===== config.mk =====
export PLATFORM = sky130hd
export DESIGN_NAME = bitstream_carry_ctrl
export DESIGN_NICKNAME = d
export VERILOG_FILES = /design/src/rtl/entropy_enc_pkg.sv /design/src/rtl/bitstream_carry_ctrl_ff_run_counter.sv /design/src/rtl/bitstream_carry_ctrl.sv
export SDC_FILE = /design/constraint.sdc
export NUM_CORES = 1
export LEC_CHECK = 0
export CAP_MARGIN = 40
export CORE_ASPECT_RATIO = 0.75
export CORE_UTILIZATION = 59
export CTS_CLUSTER_DIAMETER = 50
export DETAILED_ROUTE_END_ITERATION = 6
export PLACE_DENSITY = 0.85
export SETUP_SLACK_MARGIN = 0.2
export SKIP_CTS_REPAIR_TIMING = 1
export SLEW_MARGIN = 20
export SYNTH_ARGS = -nofsm -noshare
export SYNTH_HDL_FRONTEND = slang
export SYNTH_SLANG_ARGS = --single-unit

===== constraint.sdc =====
create_clock -name clk -period 6.7 [get_ports clk]
set_input_delay 1.34 -clock clk [delete_from_list [all_inputs] [get_ports clk]]
set_output_delay 1.34 -clock clk [all_outputs]
set_load 0.01 [all_outputs]

===== src/rtl/entropy_enc_pkg.sv =====
// Shared definitions for the entropy-encoder bitstream back end.
//   state_e    : carry/emission controller FSM states
//   BYTE_FF    : the byte value that can be pushed over by a later carry
//   CARRY_BIT  : position of the carry flag inside a pre-bitstream word
//   FLAG_*     : meaning of the per-beat word-count flag
//   run_byte() : byte value emitted for each deferred 0xFF once its carry is known
package entropy_enc_pkg;

  typedef enum logic [2:0] {
    S_IDLE,
    S_EVAL,
    S_EMIT_HELD,
    S_EMIT_RUN,
    S_FLUSH_HELD,
    S_FLUSH_RUN,
    S_DONE
  } state_e;

  localparam logic [7:0] BYTE_FF      = 8'hFF;
  localparam int         CARRY_BIT    = 8;
  localparam logic [1:0] FLAG_NONE    = 2'd0;
  localparam logic [1:0] FLAG_ONE     = 2'd1;
  localparam logic [1:0] FLAG_TWO     = 2'd2;
  localparam logic [1:0] FLAG_ILLEGAL = 2'd3;

  // A carry turns every deferred 0xFF into 0x00; without one they stay 0xFF.
  function automatic logic [7:0] run_byte(input logic carry);
    return carry ? 8'h00 : BYTE_FF;
  endfunction

endpackage


===== src/rtl/bitstream_carry_ctrl_ff_run_counter.sv =====
// ff_run_counter: length of the current run of deferred 0xFF bytes.
//   clk, reset : clock, synchronous active-high reset
//   inc        : another 0xFF joined the run (saturates at 2**RUN_WIDTH-1)
//   dec        : one deferred byte was handed to the output register
//   clr        : drop the run entirely
//   is_zero    : no deferred bytes outstanding
//   ovf        : inc requested while already saturated (run overflow)
module ff_run_counter #(
  parameter int RUN_WIDTH = 8
) (
  input  logic clk,
  input  logic reset,
  input  logic inc,
  input  logic dec,
  input  logic clr,
  output logic is_zero,
  output logic ovf
);

  logic [RUN_WIDTH-1:0] cnt_q, cnt_d;
  logic                 at_max;

  assign at_max  = &cnt_q;
  assign is_zero = (cnt_q == '0);
  assign ovf     = inc & at_max;

  always_comb begin
    cnt_d = cnt_q;
    if (clr) begin
      cnt_d = '0;
    end else if (inc) begin
      if (!at_max) cnt_d = cnt_q + 1'b1;
    end else if (dec && !is_zero) begin
      cnt_d = cnt_q - 1'b1;
    end
  end

  always_ff @(posedge clk) begin
    if (reset) cnt_q <= '0;
    else       cnt_q <= cnt_d;
  end

endmodule


===== src/rtl/bitstream_carry_ctrl.sv =====
// bitstream_carry_ctrl: carry propagation and byte emission after renormalisation.
// Takes 0..2 pre-bitstream words per beat, defers 0xFF runs until a later carry
// resolves them, and emits final bytes one per cycle on a valid/ready port.
// Ports:
//   clk, reset           : clock, synchronous active-high reset
//   in_valid/in_ready    : input beat handshake (ready only while idle)
//   in_flag              : 0 none, 1 bit_1, 2 bit_1 then bit_2, 3 illegal
//   in_bit_1/in_bit_2    : words, bit 8 carry, bits 7:0 byte
//   flush                : end-of-frame request, sampled while in_ready=1
//   out_valid/out_ready  : output byte handshake, out_byte held until taken
//   done                 : one-cycle pulse when a flush has completed
//   err                  : sticky protocol/overflow error
//   byte_count           : transferred bytes since last done (BITSTREAM_COUNT_EN only)
// Build option: define BITSTREAM_COUNT_EN to add the byte_count output.
module bitstream_carry_ctrl
  import entropy_enc_pkg::*;
#(
  parameter int RANGE_WIDTH = 16,
  parameter int RUN_WIDTH   = 8
) (
  input  logic                   clk,
  input  logic                   reset,
  input  logic                   in_valid,
  output logic                   in_ready,
  input  logic [1:0]             in_flag,
  input  logic [RANGE_WIDTH-1:0] in_bit_1,
  input  logic [RANGE_WIDTH-1:0] in_bit_2,
  input  logic                   flush,
  output logic                   out_valid,
  input  logic                   out_ready,
  output logic [7:0]             out_byte,
  output logic                   done,
  output logic                   err
`ifdef BITSTREAM_COUNT_EN
  ,
  output logic [31:0]            byte_count
`endif
);

  state_e     state_q, state_d;
  logic [8:0] slot0_q, slot0_d, slot1_q, slot1_d;
  logic [1:0] slot_cnt_q, slot_cnt_d;
  logic [7:0] held_q, held_d;
  logic       held_valid_q, held_valid_d;
  logic [7:0] cur_b_q, cur_b_d;
  logic       cur_c_q, cur_c_d;
  logic       flush_pend_q, flush_pend_d;
  logic       out_valid_q, out_valid_d;
  logic [7:0] out_byte_q, out_byte_d;
  logic       err_q, err_d;

  logic       run_inc, run_dec, run_clr, run_zero, run_ovf;
  logic       xfer, advance, finish_word, beat;
  logic       c_w;
  logic [7:0] b_w;
  logic       unused_hi;

  assign unused_hi = ^{in_bit_1[RANGE_WIDTH-1:9], in_bit_2[RANGE_WIDTH-1:9]};

  ff_run_counter #(.RUN_WIDTH(RUN_WIDTH)) u_run (
    .clk     (clk),
    .reset   (reset),
    .inc     (run_inc),
    .dec     (run_dec),
    .clr     (run_clr),
    .is_zero (run_zero),
    .ovf     (run_ovf)
  );

  assign in_ready  = (state_q == S_IDLE) && !reset;
  assign done      = (state_q == S_DONE);
  assign out_valid = out_valid_q;
  assign out_byte  = out_byte_q;
  assign err       = err_q;
  assign xfer      = out_valid_q & out_ready;
  assign c_w       = slot0_q[CARRY_BIT];
  assign b_w       = slot0_q[7:0];

  always_comb begin
    state_d      = state_q;
    slot0_d      = slot0_q;
    slot1_d      = slot1_q;
    slot_cnt_d   = slot_cnt_q;
    held_d       = held_q;
    held_valid_d = held_valid_q;
    cur_b_d      = cur_b_q;
    cur_c_d      = cur_c_q;
    flush_pend_d = flush_pend_q;
    out_valid_d  = out_valid_q;
    out_byte_d   = out_byte_q;
    err_d        = err_q;
    run_inc      = 1'b0;
    run_dec      = 1'b0;
    run_clr      = 1'b0;
    advance      = 1'b0;
    finish_word  = 1'b0;
    beat         = in_valid && (in_flag == FLAG_ONE || in_flag == FLAG_TWO);

    case (state_q)
      S_IDLE: begin
        if (in_ready) begin
          if (in_valid && in_flag == FLAG_ILLEGAL) err_d = 1'b1;
          if (beat) begin
            slot0_d      = in_bit_1[8:0];
            slot1_d      = in_bit_2[8:0];
            slot_cnt_d   = (in_flag == FLAG_TWO) ? 2'd2 : 2'd1;
            flush_pend_d = flush;
            state_d      = S_EVAL;
          end else if (flush) begin
            // Nothing buffered: skip straight to done so it pulses next cycle.
            state_d = (!held_valid_q && run_zero) ? S_DONE : S_FLUSH_HELD;
          end
        end
      end

      S_EVAL: begin
        if (!c_w && b_w == BYTE_FF) begin
          run_inc = 1'b1;
          if (run_ovf) err_d = 1'b1;
          advance = 1'b1;
        end else begin
          cur_b_d = b_w;
          cur_c_d = c_w;
          if (!held_valid_q) begin
            if (c_w) err_d = 1'b1;
            if (run_zero) begin
              held_d       = b_w;
              held_valid_d = 1'b1;
              advance      = 1'b1;
            end else begin
              out_valid_d = 1'b1;
              out_byte_d  = run_byte(c_w);
              run_dec     = 1'b1;
              state_d     = S_EMIT_RUN;
            end
          end else begin
            // 0xFF + carry would need a carry into an already-emitted byte.
            if (c_w && held_q == BYTE_FF) err_d = 1'b1;
            out_valid_d = 1'b1;
            out_byte_d  = held_q + {7'd0, c_w};
            state_d     = S_EMIT_HELD;
          end
        end
      end

      S_EMIT_HELD, S_EMIT_RUN: begin
        if (xfer) begin
          if (!run_zero) begin
            out_byte_d = run_byte(cur_c_q);
            run_dec    = 1'b1;
            state_d    = S_EMIT_RUN;
          end else begin
            out_valid_d = 1'b0;
            finish_word = 1'b1;
          end
        end
      end

      S_FLUSH_HELD: begin
        if (!out_valid_q) begin
          if (held_valid_q) begin
            out_valid_d  = 1'b1;
            out_byte_d   = held_q;
            held_valid_d = 1'b0;
          end else if (!run_zero) begin
            out_valid_d = 1'b1;
            out_byte_d  = BYTE_FF;
            run_dec     = 1'b1;
            state_d     = S_FLUSH_RUN;
          end else begin
            state_d = S_DONE;
          end
        end else if (xfer) begin
          if (!run_zero) begin
            out_byte_d = BYTE_FF;
            run_dec    = 1'b1;
            state_d    = S_FLUSH_RUN;
          end else begin
            out_valid_d = 1'b0;
            state_d     = S_DONE;
          end
        end
      end

      S_FLUSH_RUN: begin
        if (xfer) begin
          if (!run_zero) begin
            out_byte_d = BYTE_FF;
            run_dec    = 1'b1;
          end else begin
            out_valid_d = 1'b0;
            state_d     = S_DONE;
          end
        end
      end

      S_DONE: begin
        held_valid_d = 1'b0;
        run_clr      = 1'b1;
        state_d      = S_IDLE;
      end

      default: state_d = S_IDLE;
    endcase

    // The resolved word's byte becomes the new held byte.
    if (finish_word) begin
      held_d       = cur_b_q;
      held_valid_d = 1'b1;
      advance      = 1'b1;
    end

    if (advance) begin
      if (slot_cnt_q == 2'd2) begin
        slot0_d    = slot1_q;
        slot_cnt_d = 2'd1;
        state_d    = S_EVAL;
      end else begin
        slot_cnt_d = 2'd0;
        if (flush_pend_q) begin
          flush_pend_d = 1'b0;
          state_d      = S_FLUSH_HELD;
        end else begin
          state_d = S_IDLE;
        end
      end
    end
  end

  always_ff @(posedge clk) begin
    if (reset) begin
      state_q      <= S_IDLE;
      slot_cnt_q   <= 2'd0;
      held_q       <= 8'd0;
      held_valid_q <= 1'b0;
      flush_pend_q <= 1'b0;
      out_valid_q  <= 1'b0;
      out_byte_q   <= 8'd0;
      err_q        <= 1'b0;
    end else begin
      state_q      <= state_d;
      slot_cnt_q   <= slot_cnt_d;
      held_q       <= held_d;
      held_valid_q <= held_valid_d;
      flush_pend_q <= flush_pend_d;
      out_valid_q  <= out_valid_d;
      out_byte_q   <= out_byte_d;
      err_q        <= err_d;
    end
  end

  always_ff @(posedge clk) begin
    slot0_q <= slot0_d;
    slot1_q <= slot1_d;
    cur_b_q <= cur_b_d;
    cur_c_q <= cur_c_d;
  end

`ifdef BITSTREAM_COUNT_EN
  logic [31:0] byte_count_q, byte_count_d;

  always_comb begin
    byte_count_d = byte_count_q + {31'd0, xfer};
    if (state_q == S_DONE) byte_count_d = 32'd0;
  end

  always_ff @(posedge clk) begin
    if (reset) byte_count_q <= 32'd0;
    else       byte_count_q <= byte_count_d;
  end

  assign byte_count = byte_count_q;
`endif

endmodule


==> results_dict.tcl <==
set metrics [dict create \
    postSynthRegisterBits 60 \
    utilization 0.7038 \
    number_of_antenna_violations_at_the_first_check_in_global_routing 0 \
    clkLatencyLatePin_ps 350 \
    area.growth.synth_to_final_pct 14.91 \
    seqCellArea_mm2 0.001381 \
    detail_route.first_pass.iterations 6 \
    finalWorstPathRequiredPeriod_ps 4002 \
    cts_sinks 60 \
    grt_max_degree 27 \
    drc 0 \
    netlist.area_leader.share 0.2369 \
    num_rows 24 \
    synthFlopType "sky130_fd_sc_hd__dfxtp_1" \
    syn-num-nets 449 \
    ys_async_sr_fraction 0 \
    postSynthCellCount 397 \
    port_buffers 36 \
    p_leak_nw 1.486 \
    post_dp_cell_area_mm2 0.003900 \
    synth-compound-area-share 0.2150 \
    vias_per_cell 6.406 \
    netlist.top_cell.by_area "sky130_fd_sc_hd__dfxtp_1" \
    cts_tree "built" \
    seq_power_share 0.333 \
    power.share.clock 0.143 \
    worst_case_clock_buffer_depth 2 \
    synth-seq-area-share 0.3891 \
    design_power_total_w 0.001979 \
    max-vdd-ir-drop_uv 292.4 \
    type_of_the_most_critical_hold_path "register to register" \
    switchingPower_w 0.0008828 \
    syn_avg_cell_area_um2 8.941 \
    fp.dieW_um 91.57 \
    grt_first_pass_wirelength_um 14100 \
    tightest_slew_ps 787.7 \
    chipHeight_um 69.18 \
    yosys.area_share.simple 0.2062 \
    dr.first_iter.drc_count 360 \
    nNetsFinal 479 \
    drtAntennaViolNets 0 \
    worstPathRequired_ps 5360 \
    synth_mux_area_frac 0.06204 \
    detailroute.via_count 3267 \
    run_status "complete, no violations" \
    period_share 0.5973 \
    maxClockFrequency_ghz 0.2499 \
    multiInputGateArea_mm2 0.001997 \
    cts_made_buffers 9 \
    timing_max_transition_violations_final 0 \
    synth.cell_area_mm2 0.003550 \
    synth.lib_cells_used.distinct 66 \
    setup_viol 0 \
    finalHoldWorstSlack_ps 492.4 \
    clk_transition_reported_paths_ps 70 \
    route.detailed.wl_per_inst_um 16.80 \
    floorplan.die_area_mm2 0.006334 \
    unrepaired_setup_endpoints_after_global_routing "no" \
    commonest_non_fill_non_tap_cell_in_the_layout "sky130_fd_sc_hd__nor2_1" \
    diodes 0 \
    switching_share 0.4460 \
    synth_enable_flop_cells 18 \
    floorplan.io_pins 51 \
    synth_area_leaders "sky130_fd_sc_hd__dfxtp_1 (24%), sky130_fd_sc_hd__edfxtp_1 (15%), sky130_fd_sc_hd__mux2i_1 (6.2%)" \
    total_congestion_overflow 0 \
    min_delay_worst_endpoint "cur_b_q[1]$_DFFE_PN_" \
    most_frequent_cells_in_the_layout "sky130_fd_sc_hd__nor2_1 (45), sky130_fd_sc_hd__dfxtp_1 (42), sky130_fd_sc_hd__a21oi_1 (40)" \
    combinationalPowerShare 0.524 \
    critical_path.startpoint_type "input port" \
    grt_util_all_layers 0.2800 \
    core_mm2 0.005796 \
    drv.max_cap_violation_count 0 \
    first_global_vias 2918 \
    fillers 460 \
    dpl.hpwl_um 6040 \
    setup.worst_path.class "input port to output port" \
    cts.htree.levels 3 \
    timing.critical_path.fanout_max 26 \
    p_int_w 0.001096 \
    synthAdderAreaFrac 0.04582 \
    maxSlewHeadroom 0.4741 \
    regToRegSetupSlack_ps 3180 \
    setup.worst_path.end_class "output port" \
    final.setup.tns_ps 0 \
    r2r.worst_path.cells 10 \
    synthXorXnorAreaFrac 0.03208 \
    cell_area_power_density_mw_per_mm2 485.2 \
    min_delay_src "slot0_q[1]$_DFF_P_" \
    regToRegStartpoint "state_q[0]$_SDFFE_PP0P_" \
    gpl.final_weighted_congestion 0.9274 \
    synth.yosys.warnings 0 \
    worstPathArrival_ps 2660 \
    final_layout_size_suffix_gt1_frac 0.07870 \
    crit-reg2reg-capture "u_run.cnt_q[7]$_SDFFE_PP0P_" \
    final_design_area_no_fill_mm2 0.004079 \
    synth_top_family_by_area "compound AO/OA/AOI/OAI gates" \
    crit_path_start "reset" \
    clk_root_buffer_cell "sky130_fd_sc_hd__clkbuf_8" \
    finalHoldViolCount 0 \
    start_util 0.6125 \
    detail_route.wirelength_um 8566 \
    worst_hold_path.num_cells 0 \
    timing.clock.skew_ps 10.33 \
]
==> state kept, by name, summed over array words and instances, names as in the netlist, 2 cells and up <==
signal / flops
u_run.cnt_q: 8
out_byte: 8
held_q: 8
slot0_q: 9
state_q: 3
cur_b_q: 8
slot1_q: 9
slot_cnt_q: 2
==> worst max-delay path by stage <==
| stage | to | slack, ps | depth (start not counted) |
|---|---|---|---|
| 4_1_cts | in_ready | 2700 | 4 |
| 6_report | in_ready | 2700 | 4 |
| 5_1_grt | in_ready | 2660 | 4 |
| 3_5_place_dp | in_ready | 2710 | 4 |
| 3_3_place_gp | in_ready | 2720 | 4 |
| 2_1_floorplan | in_ready | 3420 | 4 |
==> cells in the mapped netlist (2+ instances only) <==
| cell | n |
|---|---|
| sky130_fd_sc_hd__nand3_1 | 12 |
| sky130_fd_sc_hd__a311oi_1 | 2 |
| sky130_fd_sc_hd__and3_1 | 3 |
| sky130_fd_sc_hd__edfxtp_1 | 18 |
| sky130_fd_sc_hd__nor4_1 | 3 |
| sky130_fd_sc_hd__nor2b_1 | 2 |
| sky130_fd_sc_hd__nand2b_1 | 3 |
| sky130_fd_sc_hd__ha_1 | 13 |
| sky130_fd_sc_hd__buf_2 | 3 |
| sky130_fd_sc_hd__xor2_1 | 3 |
| sky130_fd_sc_hd__o211ai_1 | 3 |
| sky130_fd_sc_hd__buf_1 | 3 |
| sky130_fd_sc_hd__dfxtp_1 | 42 |
| sky130_fd_sc_hd__buf_4 | 9 |
| sky130_fd_sc_hd__o21ai_0 | 11 |
| sky130_fd_sc_hd__nand2_1 | 29 |
| sky130_fd_sc_hd__nor2_1 | 45 |
| sky130_fd_sc_hd__a211oi_1 | 13 |
| sky130_fd_sc_hd__nor3_1 | 11 |
| sky130_fd_sc_hd__a21o_1 | 7 |
| sky130_fd_sc_hd__xnor2_1 | 10 |
| sky130_fd_sc_hd__or4_4 | 2 |
| sky130_fd_sc_hd__nand4_1 | 8 |
| sky130_fd_sc_hd__a32o_1 | 7 |
| sky130_fd_sc_hd__o21bai_1 | 6 |
| sky130_fd_sc_hd__mux2i_1 | 22 |
| sky130_fd_sc_hd__inv_1 | 10 |
| sky130_fd_sc_hd__and3_2 | 2 |
| sky130_fd_sc_hd__a31oi_1 | 6 |
| sky130_fd_sc_hd__buf_6 | 2 |
| sky130_fd_sc_hd__clkbuf_1 | 5 |
| sky130_fd_sc_hd__and4_1 | 3 |
| sky130_fd_sc_hd__a21oi_1 | 40 |
| sky130_fd_sc_hd__or3_1 | 5 |
| sky130_fd_sc_hd__and2_1 | 3 |
==> through the flow <==
stage / worst slack, ps / instances
floorplan: 3424 / 397
global placement: 2715 / 492
detailed placement: 2713 / 492
global route: 2663 / 510
CTS: 2702 / 508
finish: 2698 / 510
==> power by group through the flow <==
| stage | combinational, W | sequential, W | clock, W |
|---|---|---|---|
| finish | 0.00104 | 0.000659 | 0.000283 |
| global route | 0.00114 | 0.000674 | 0.000303 |
| CTS | 0.00101 | 0.000653 | 0.000285 |
| detailed placement | 0.00101 | 0.000660 | 0 |
| global placement | 0.000979 | 0.000650 | 0 |
| floorplan | 0.000809 | 0.000596 | 0 |
==> final cells by class <==
| class | count | share of cell area |
|---|---|---|
| well taps | 78 | 0.02393 |
| inverters | 11 | 0.01012 |
| repair buffers | 41 | 0.09632 |
| flip-flops and latches | 60 | 0.3386 |
| multi-input cells | 304 | 0.4896 |
| clock inverters | 5 | 0.009202 |
| clock buffers | 11 | 0.03221 |
==> logic make-up after synthesis <==
kind of cell | Yosys count
simple gates | 143
xor+xnor | 13
compound gates | 113
buf+inv | 33
fa+ha+maj | 13
mux | 22
flops | 60
==> per-layer routing <==
layer / vias to the layer above / part of all wire / track usage
li1: 1549 / - / -
met1: 1506 / 0.46 / 0.4243
met2: 193 / 0.42 / 0.3935
met3: 19 / 0.10 / 0.07346
met4: 0 / 0.013 / 0.07231
met5: - / 0 / 0
==> critical path, stage by stage <==
cell and delay [ps]:
sky130_fd_sc_hd__clkdlybuf4s50_1 460, sky130_fd_sc_hd__buf_4 290, sky130_fd_sc_hd__nor2_1 90, sky130_fd_sc_hd__clkdlybuf4s50_1 480
Note: power is estimated with default switching activity, not from simulation.
